`config.mk`:
```
export PLATFORM = sky130hd
export DESIGN_NAME = serial_frame_tx_flat
export DESIGN_NICKNAME = d
export VERILOG_FILES = /design/src/rtl/serial_frame_tx_if.sv /design/src/rtl/serial_frame_tx.sv /design/src/flat_wrapper.sv
export SDC_FILE = /design/constraint.sdc
export NUM_CORES = 1
export LEC_CHECK = 0
export CORE_MARGIN = 2
export CORE_UTILIZATION = 52
export DETAILED_ROUTE_END_ITERATION = 8
export GPL_ROUTABILITY_DRIVEN = 1
export MAX_ROUTING_LAYER = met4
export PLACE_DENSITY = 0.86
export SLEW_MARGIN = 5
export SYNTH_ARGS = -nofsm -noshare
export SYNTH_HDL_FRONTEND = slang
export SYNTH_SLANG_ARGS = --single-unit
```
`constraint.sdc`:
```
create_clock -name clk -period 1.68 [get_ports clk]
set_input_delay 0.336 -clock clk [delete_from_list [all_inputs] [get_ports clk]]
set_output_delay 0.336 -clock clk [all_outputs]
set_load 0.05 [all_outputs]
```
`src/rtl/serial_frame_tx_if.sv`:
```
`default_nettype none
// ============================================================================
//  Module      : serial_frame_tx_if
//  Description : Word handshake and serial line bundle for serial_frame_tx.
//                The producer uses the master modport and the transmitter
//                uses the slave modport.
//  Revision    : 1.0  initial release
// ============================================================================
interface serial_frame_tx_if #(
    parameter int NUM_BITS = 8
);
    logic [NUM_BITS-1:0] tx_data;
    logic                tx_valid;
    logic                tx_ready;
    logic                serial_out;
    logic                tx_busy;
    logic                tx_done;

    modport master (
        output tx_data, tx_valid,
        input  tx_ready, serial_out, tx_busy, tx_done
    );

    modport slave (
        input  tx_data, tx_valid,
        output tx_ready, serial_out, tx_busy, tx_done
    );
endinterface
`default_nettype wire

```
`src/rtl/serial_frame_tx.sv`:
```
`default_nettype none
// ============================================================================
//  Module      : serial_frame_tx
//  Description : Parallel-to-serial framed transmitter. Sends a start bit,
//                NUM_BITS data bits (MSB or LSB first), an optional even
//                parity bit and a stop bit, each held CLKS_PER_BIT clocks.
//                Idle line level is high.
//                Optional feature macro: SERIAL_TX_PARITY_EN (adds parity).
//  Revision    : 1.0  initial release
// ============================================================================
module serial_frame_tx #(
    parameter int NUM_BITS     = 8,
    parameter bit SHIFT_MSB    = 1'b1,
    parameter int CLKS_PER_BIT = 10
) (
    input  wire logic         clk,
    input  wire logic         rst,
    serial_frame_tx_if.slave  bus
);

    localparam int c_CNT_W = $clog2(CLKS_PER_BIT);
    localparam int c_IDX_W = $clog2(NUM_BITS);
    localparam logic [c_CNT_W-1:0] c_CNT_MAX = c_CNT_W'(CLKS_PER_BIT - 1);
    localparam logic [c_IDX_W-1:0] c_IDX_MAX = c_IDX_W'(NUM_BITS - 1);

    localparam logic [2:0] c_S_IDLE   = 3'd0;
    localparam logic [2:0] c_S_START  = 3'd1;
    localparam logic [2:0] c_S_DATA   = 3'd2;
    localparam logic [2:0] c_S_STOP   = 3'd3;
`ifdef SERIAL_TX_PARITY_EN
    localparam logic [2:0] c_S_PARITY = 3'd4;
`endif

    logic [2:0]          r_state;
    logic [2:0]          w_next_state;
    logic [NUM_BITS-1:0] r_shift;
    logic [c_CNT_W-1:0]  r_cnt;
    logic [c_IDX_W-1:0]  r_idx;
    logic                r_serial;
    logic                r_done;
`ifdef SERIAL_TX_PARITY_EN
    logic                r_parity;
`endif

    logic                w_bit_end;
    logic                w_out_bit;
    logic [NUM_BITS-1:0] w_shifted;
    logic                w_serial_nxt;
    logic                w_done_nxt;
    logic                w_load;
    logic                w_shift_en;
    logic                w_idx_inc;

    assign w_bit_end = (r_cnt == c_CNT_MAX);

    // The output end of the shift register is always the next data bit to send;
    // vacated positions fill with ones so the register drifts to the idle level.
    if (SHIFT_MSB) begin : g_msb_first
        assign w_out_bit = r_shift[NUM_BITS-1];
        assign w_shifted = {r_shift[NUM_BITS-2:0], 1'b1};
    end else begin : g_lsb_first
        assign w_out_bit = r_shift[0];
        assign w_shifted = {1'b1, r_shift[NUM_BITS-1:1]};
    end

    // State register
    always_ff @(posedge clk) begin
        if (rst) begin
            r_state <= c_S_IDLE;
        end else begin
            r_state <= w_next_state;
        end
    end

    // Next-state and next-line-level decode; line changes only on bit boundaries
    always_comb begin
        w_next_state = r_state;
        w_serial_nxt = r_serial;
        w_done_nxt   = 1'b0;
        w_load       = 1'b0;
        w_shift_en   = 1'b0;
        w_idx_inc    = 1'b0;
        case (r_state)
            c_S_IDLE: begin
                if (bus.tx_valid) begin
                    w_next_state = c_S_START;
                    w_serial_nxt = 1'b0;
                    w_load       = 1'b1;
                end
            end
            c_S_START: begin
                if (w_bit_end) begin
                    w_next_state = c_S_DATA;
                    w_serial_nxt = w_out_bit;
                    w_shift_en   = 1'b1;
                end
            end
            c_S_DATA: begin
                if (w_bit_end) begin
                    if (r_idx == c_IDX_MAX) begin
`ifdef SERIAL_TX_PARITY_EN
                        w_next_state = c_S_PARITY;
                        w_serial_nxt = r_parity;
`else
                        w_next_state = c_S_STOP;
                        w_serial_nxt = 1'b1;
`endif
                    end else begin
                        w_serial_nxt = w_out_bit;
                        w_shift_en   = 1'b1;
                        w_idx_inc    = 1'b1;
                    end
                end
            end
`ifdef SERIAL_TX_PARITY_EN
            c_S_PARITY: begin
                if (w_bit_end) begin
                    w_next_state = c_S_STOP;
                    w_serial_nxt = 1'b1;
                end
            end
`endif
            c_S_STOP: begin
                if (w_bit_end) begin
                    w_next_state = c_S_IDLE;
                    w_serial_nxt = 1'b1;
                    w_done_nxt   = 1'b1;
                end
            end
            default: begin
                w_next_state = c_S_IDLE;
                w_serial_nxt = 1'b1;
            end
        endcase
    end

    // Datapath: shift register, bit-period counter, bit index, registered line
    always_ff @(posedge clk) begin
        if (rst) begin
            r_shift  <= '1;
            r_cnt    <= '0;
            r_idx    <= '0;
            r_serial <= 1'b1;
            r_done   <= 1'b0;
`ifdef SERIAL_TX_PARITY_EN
            r_parity <= 1'b0;
`endif
        end else begin
            r_serial <= w_serial_nxt;
            r_done   <= w_done_nxt;
            if (w_load) begin
                r_shift  <= bus.tx_data;
                r_cnt    <= '0;
                r_idx    <= '0;
`ifdef SERIAL_TX_PARITY_EN
                r_parity <= ^bus.tx_data;
`endif
            end else begin
                if (w_shift_en) begin
                    r_shift <= w_shifted;
                end
                if (w_idx_inc) begin
                    r_idx <= r_idx + 1'b1;
                end
                if (r_state != c_S_IDLE) begin
                    r_cnt <= w_bit_end ? '0 : r_cnt + 1'b1;
                end
            end
        end
    end

    assign bus.tx_ready   = (r_state == c_S_IDLE);
    assign bus.tx_busy    = (r_state != c_S_IDLE);
    assign bus.serial_out = r_serial;
    assign bus.tx_done    = r_done;

endmodule
`default_nettype wire

```
`src/flat_wrapper.sv`:
```
// flat-port wrapper written by rule: the top's interface ports become plain ports
module serial_frame_tx_flat 
#(
    parameter int NUM_BITS     = 8,
    parameter bit SHIFT_MSB    = 1'b1,
    parameter int CLKS_PER_BIT = 10
)
  (clk, rst, bus_tx_data, bus_tx_valid, bus_tx_ready, bus_serial_out, bus_tx_busy, bus_tx_done);
  serial_frame_tx_if #(.NUM_BITS(NUM_BITS)) bus_i ();
  input  wire logic clk;
  input  wire logic rst;
  input wire logic [$bits(bus_i.tx_data)-1:0] bus_tx_data;
  input wire logic [$bits(bus_i.tx_valid)-1:0] bus_tx_valid;
  output wire logic [$bits(bus_i.tx_ready)-1:0] bus_tx_ready;
  output wire logic [$bits(bus_i.serial_out)-1:0] bus_serial_out;
  output wire logic [$bits(bus_i.tx_busy)-1:0] bus_tx_busy;
  output wire logic [$bits(bus_i.tx_done)-1:0] bus_tx_done;
  assign bus_i.tx_data = bus_tx_data;
  assign bus_i.tx_valid = bus_tx_valid;
  assign bus_tx_ready = bus_i.tx_ready;
  assign bus_serial_out = bus_i.serial_out;
  assign bus_tx_busy = bus_i.tx_busy;
  assign bus_tx_done = bus_i.tx_done;
  serial_frame_tx #(.NUM_BITS(NUM_BITS), .SHIFT_MSB(SHIFT_MSB), .CLKS_PER_BIT(CLKS_PER_BIT)) u_core (.clk(clk), .rst(rst), .bus(bus_i));
endmodule
```
==> metrics.txt, run 1 <==
Initial DRT Pass Iterations 4; initial DRC count 16; maximum root-to-sink buffer count 2; cells after synthesis roughly 120; Die Ht ~48 um; Layout area overhead 29.0%; CP startpoint kind flop; WL/cell between 10 and 15 um; vias approximately 890; Synth Cell Area ~990 um^2; WP data arrival between 1.5 and 2 ns; die width roughly 48 um; post-synth cell types 31; Initial Utilization 56.1%; post-place setup slack -0.0120 ns; fill count around 150; detailed placement HPWL approximately 1.6 mm; first-pass GRT wire length 3.53 mm; clock skew 0.00686 ns; Die ar. approximately 2300 um^2; commonest non-fill, non-tap cells in the layout nand3_1 (17), dfxtp_1 (16), nand2_1 (14); Avg Vias per Cell about 5.4; Final Cycle Share ~95%; syn nets roughly 140; Slew HR a little under three quarters; Placed Area 1220 um^2; CTS Buf Count 3; layout cells sized above 1 between 20% and 30%; total negative slack 0 ns; status completed; CP peak stage delay 0.55 ns; Fmax 625 MHz; nets around 160; Max-cap violations 0; leading area contributor after synthesis dfxtp_1; CP cell instances and4bb_1, nand3_2, and3_1, o21ba_1; synth warn 0; number of diodes 0; clk_lat worst skew between 0.3 and 0.4 ns; final worst setup slack 0.0794 ns; port buffer count 14; number of global-route vias before repair 867; final WL ~2.2 mm; Root Buffer clkbuf_4; maximum vdd drop between 0.0009 and 0.001 V; flops & latches, synth 19; Top Ports 15; Final Setup Violations 0; utilization after layout slightly above 70%; Slew Viols, Final 0; CP Capture Type flop; grt ovf 0; Core ar. 1760 um^2; Area contributors post-synth dfxtp_1 (38%), ha_1 (8.8%), nand3_1 (8.6%), a21oi_1 (6.6%), nand2_1 (5.3%); worst min-delay path category flop to flop; post-synth top area share 38.4%; Post-CTS Hold Buffers 0; pin slew with the least headroom to its limit roughly 0.42 ns; post-route ant nets 0; Sink Count 19; CTS tree built; # DRC 0; most common cell after layout, fill and taps aside nand3_1; gpl congestion 0.796; WS Path Type flop to flop; Seq/Total Area, Yosys about two fifths; P_leak between 0.5 and 0.6 nW; Worst-path clk slew ~0.12 ns; Power Dens Cells about 1500 nW/um^2; final hold vios 0; Post-CTS Setup Bufs 0; initial antenna violation count 0; final instance area 1280 um^2; RSZ-0062 raised after global routing no; Tmin final about 1.6 ns; Rows 15; Critical Path RT ~1.9 ns; H-tree levels 1; Global Route Usage Sum a little under a quarter; slowest stage cell, crit path and4bb_1; Avg Cell Area, Syn between 8 and 9 um^2; Max FO, Critical Path 7; largest net degree at the start of global routing 12
critical path, delay by kind of cell (launching register included):
kind | cells | cell delay [ns]
AND/OR/NAND/NOR | 3 | 0.96
flip-flops | 1 | 0.36
AO/OA/AOI/OAI | 1 | 0.19
cell usage after synthesis:
master    number
o31ai_2        1
and2b_1        1
o211ai_4       1
nand3_1       17
nor3b_1        1
and2_1         1
nand3_2        1
a211o_1        1
o21ai_0        2
buf_6          1
o2111a_1       1
xor2_1         3
ha_1           7
dfxtp_1       19
buf_1          2
nor2_1        10
o211ai_2       1
a21oi_1       13
and3b_1        1
nor3_1         2
o21ba_1        1
nand2b_1       2
and4bb_1       1
or2_1          1
o211ai_1       1
and3_1         1
o21ai_1        1
nor2b_1        2
a221oi_2       1
inv_1          6
nand2_1       14
power by group:
group          switching [mW]  total, mW  internal, mW  leakage [nW]
sequential             0.0615      0.610         0.548         0.157
clock                   0.156      0.246        0.0891        0.0177
combinational           0.607       1.09         0.480         0.373
total                   0.825       1.94          1.12         0.548
registers in the layout (all words and copies together) (netlist names):
signal / count
u_core.r_shift: 8
u_core.r_cnt: 4
u_core.r_idx: 3
u_core.r_state: 2
u_core.bus.serial_out: 1
u_core.bus.tx_done: 1
routing by layer:
layer,up-vias,global-route usage (%),share of wire [%]
met5,-,-,0
met4,0,9.73,1.9
met3,5,4.53,2.9
met2,17,43.5,53
met1,420,24.2,42
li1,451,-,-
area by class of cell:
cell class,instances,area [um^2],area share [%]
Tap cell,25,31.3,2.45
Timing Repair Buffer,22,215,16.9
Sequential cell,19,384,30.1
Multi-Input combinational cell,89,596,46.7
Inverter,6,22.5,1.76
Clock inverter,1,5.00,0.392
Clock buffer,3,22.5,1.76
repair_timing:
action,4_1_cts,5_1_grt
gates resized for setup,2,7
pin swaps,0,2
endpoints found under the setup margin,1,10
logic make-up after synthesis:
logic type,after synthesis,synth area share [%]
flip-flops,19,38.4
AO/OA/AOI/OAI,24,18.1
XOR/XNOR,3,2.66
AND/OR/NAND/NOR,55,27.8
buffers and inverters,9,4.17
adder cells (fa/ha/maj),7,8.85
worst paths after layout:
| kind | startpoint | end | slack [ns] | cells after the start |
|---|---|---|---|---|
| worst min register to register | u_core.r_idx[1] | u_core.r_idx[1] | 0.47 | 2 |
| worst max-delay path | u_core.r_cnt[2] | u_core.r_state[0] | 0.08 | 4 |
| worst max register to register | u_core.r_cnt[2] | u_core.r_state[0] | 0.08 | 4 |
| worst min-delay path | u_core.r_idx[1] | u_core.r_idx[1] | 0.47 | 2 |
stage by stage:
step / hold WS (ns) / instances / power, mW
2_1_floorplan: 0.440 / 117 / 1.26
3_3_place_gp: 0.446 / 161 / 1.59
3_5_place_dp: 0.455 / 161 / 1.63
4_1_cts: 0.471 / 165 / 1.91
5_1_grt: 0.504 / 165 / 2.07
6_report: 0.470 / 165 / 1.94
Note: power is estimated with default switching activity, not from simulation.
==> run 2: changes to the inputs <==
--- a/config.mk
+++ b/config.mk
@@ -11,7 +11,7 @@
 export GPL_ROUTABILITY_DRIVEN = 1
 export MAX_ROUTING_LAYER = met4
 export PLACE_DENSITY = 0.86
-export SLEW_MARGIN = 5
+export SLEW_MARGIN = 30
 export SYNTH_ARGS = -nofsm -noshare
 export SYNTH_HDL_FRONTEND = slang
 export SYNTH_SLANG_ARGS = --single-unit
==> results of run 2 <==
No change in the layout: final DEF, timing and power equal those of run 1.
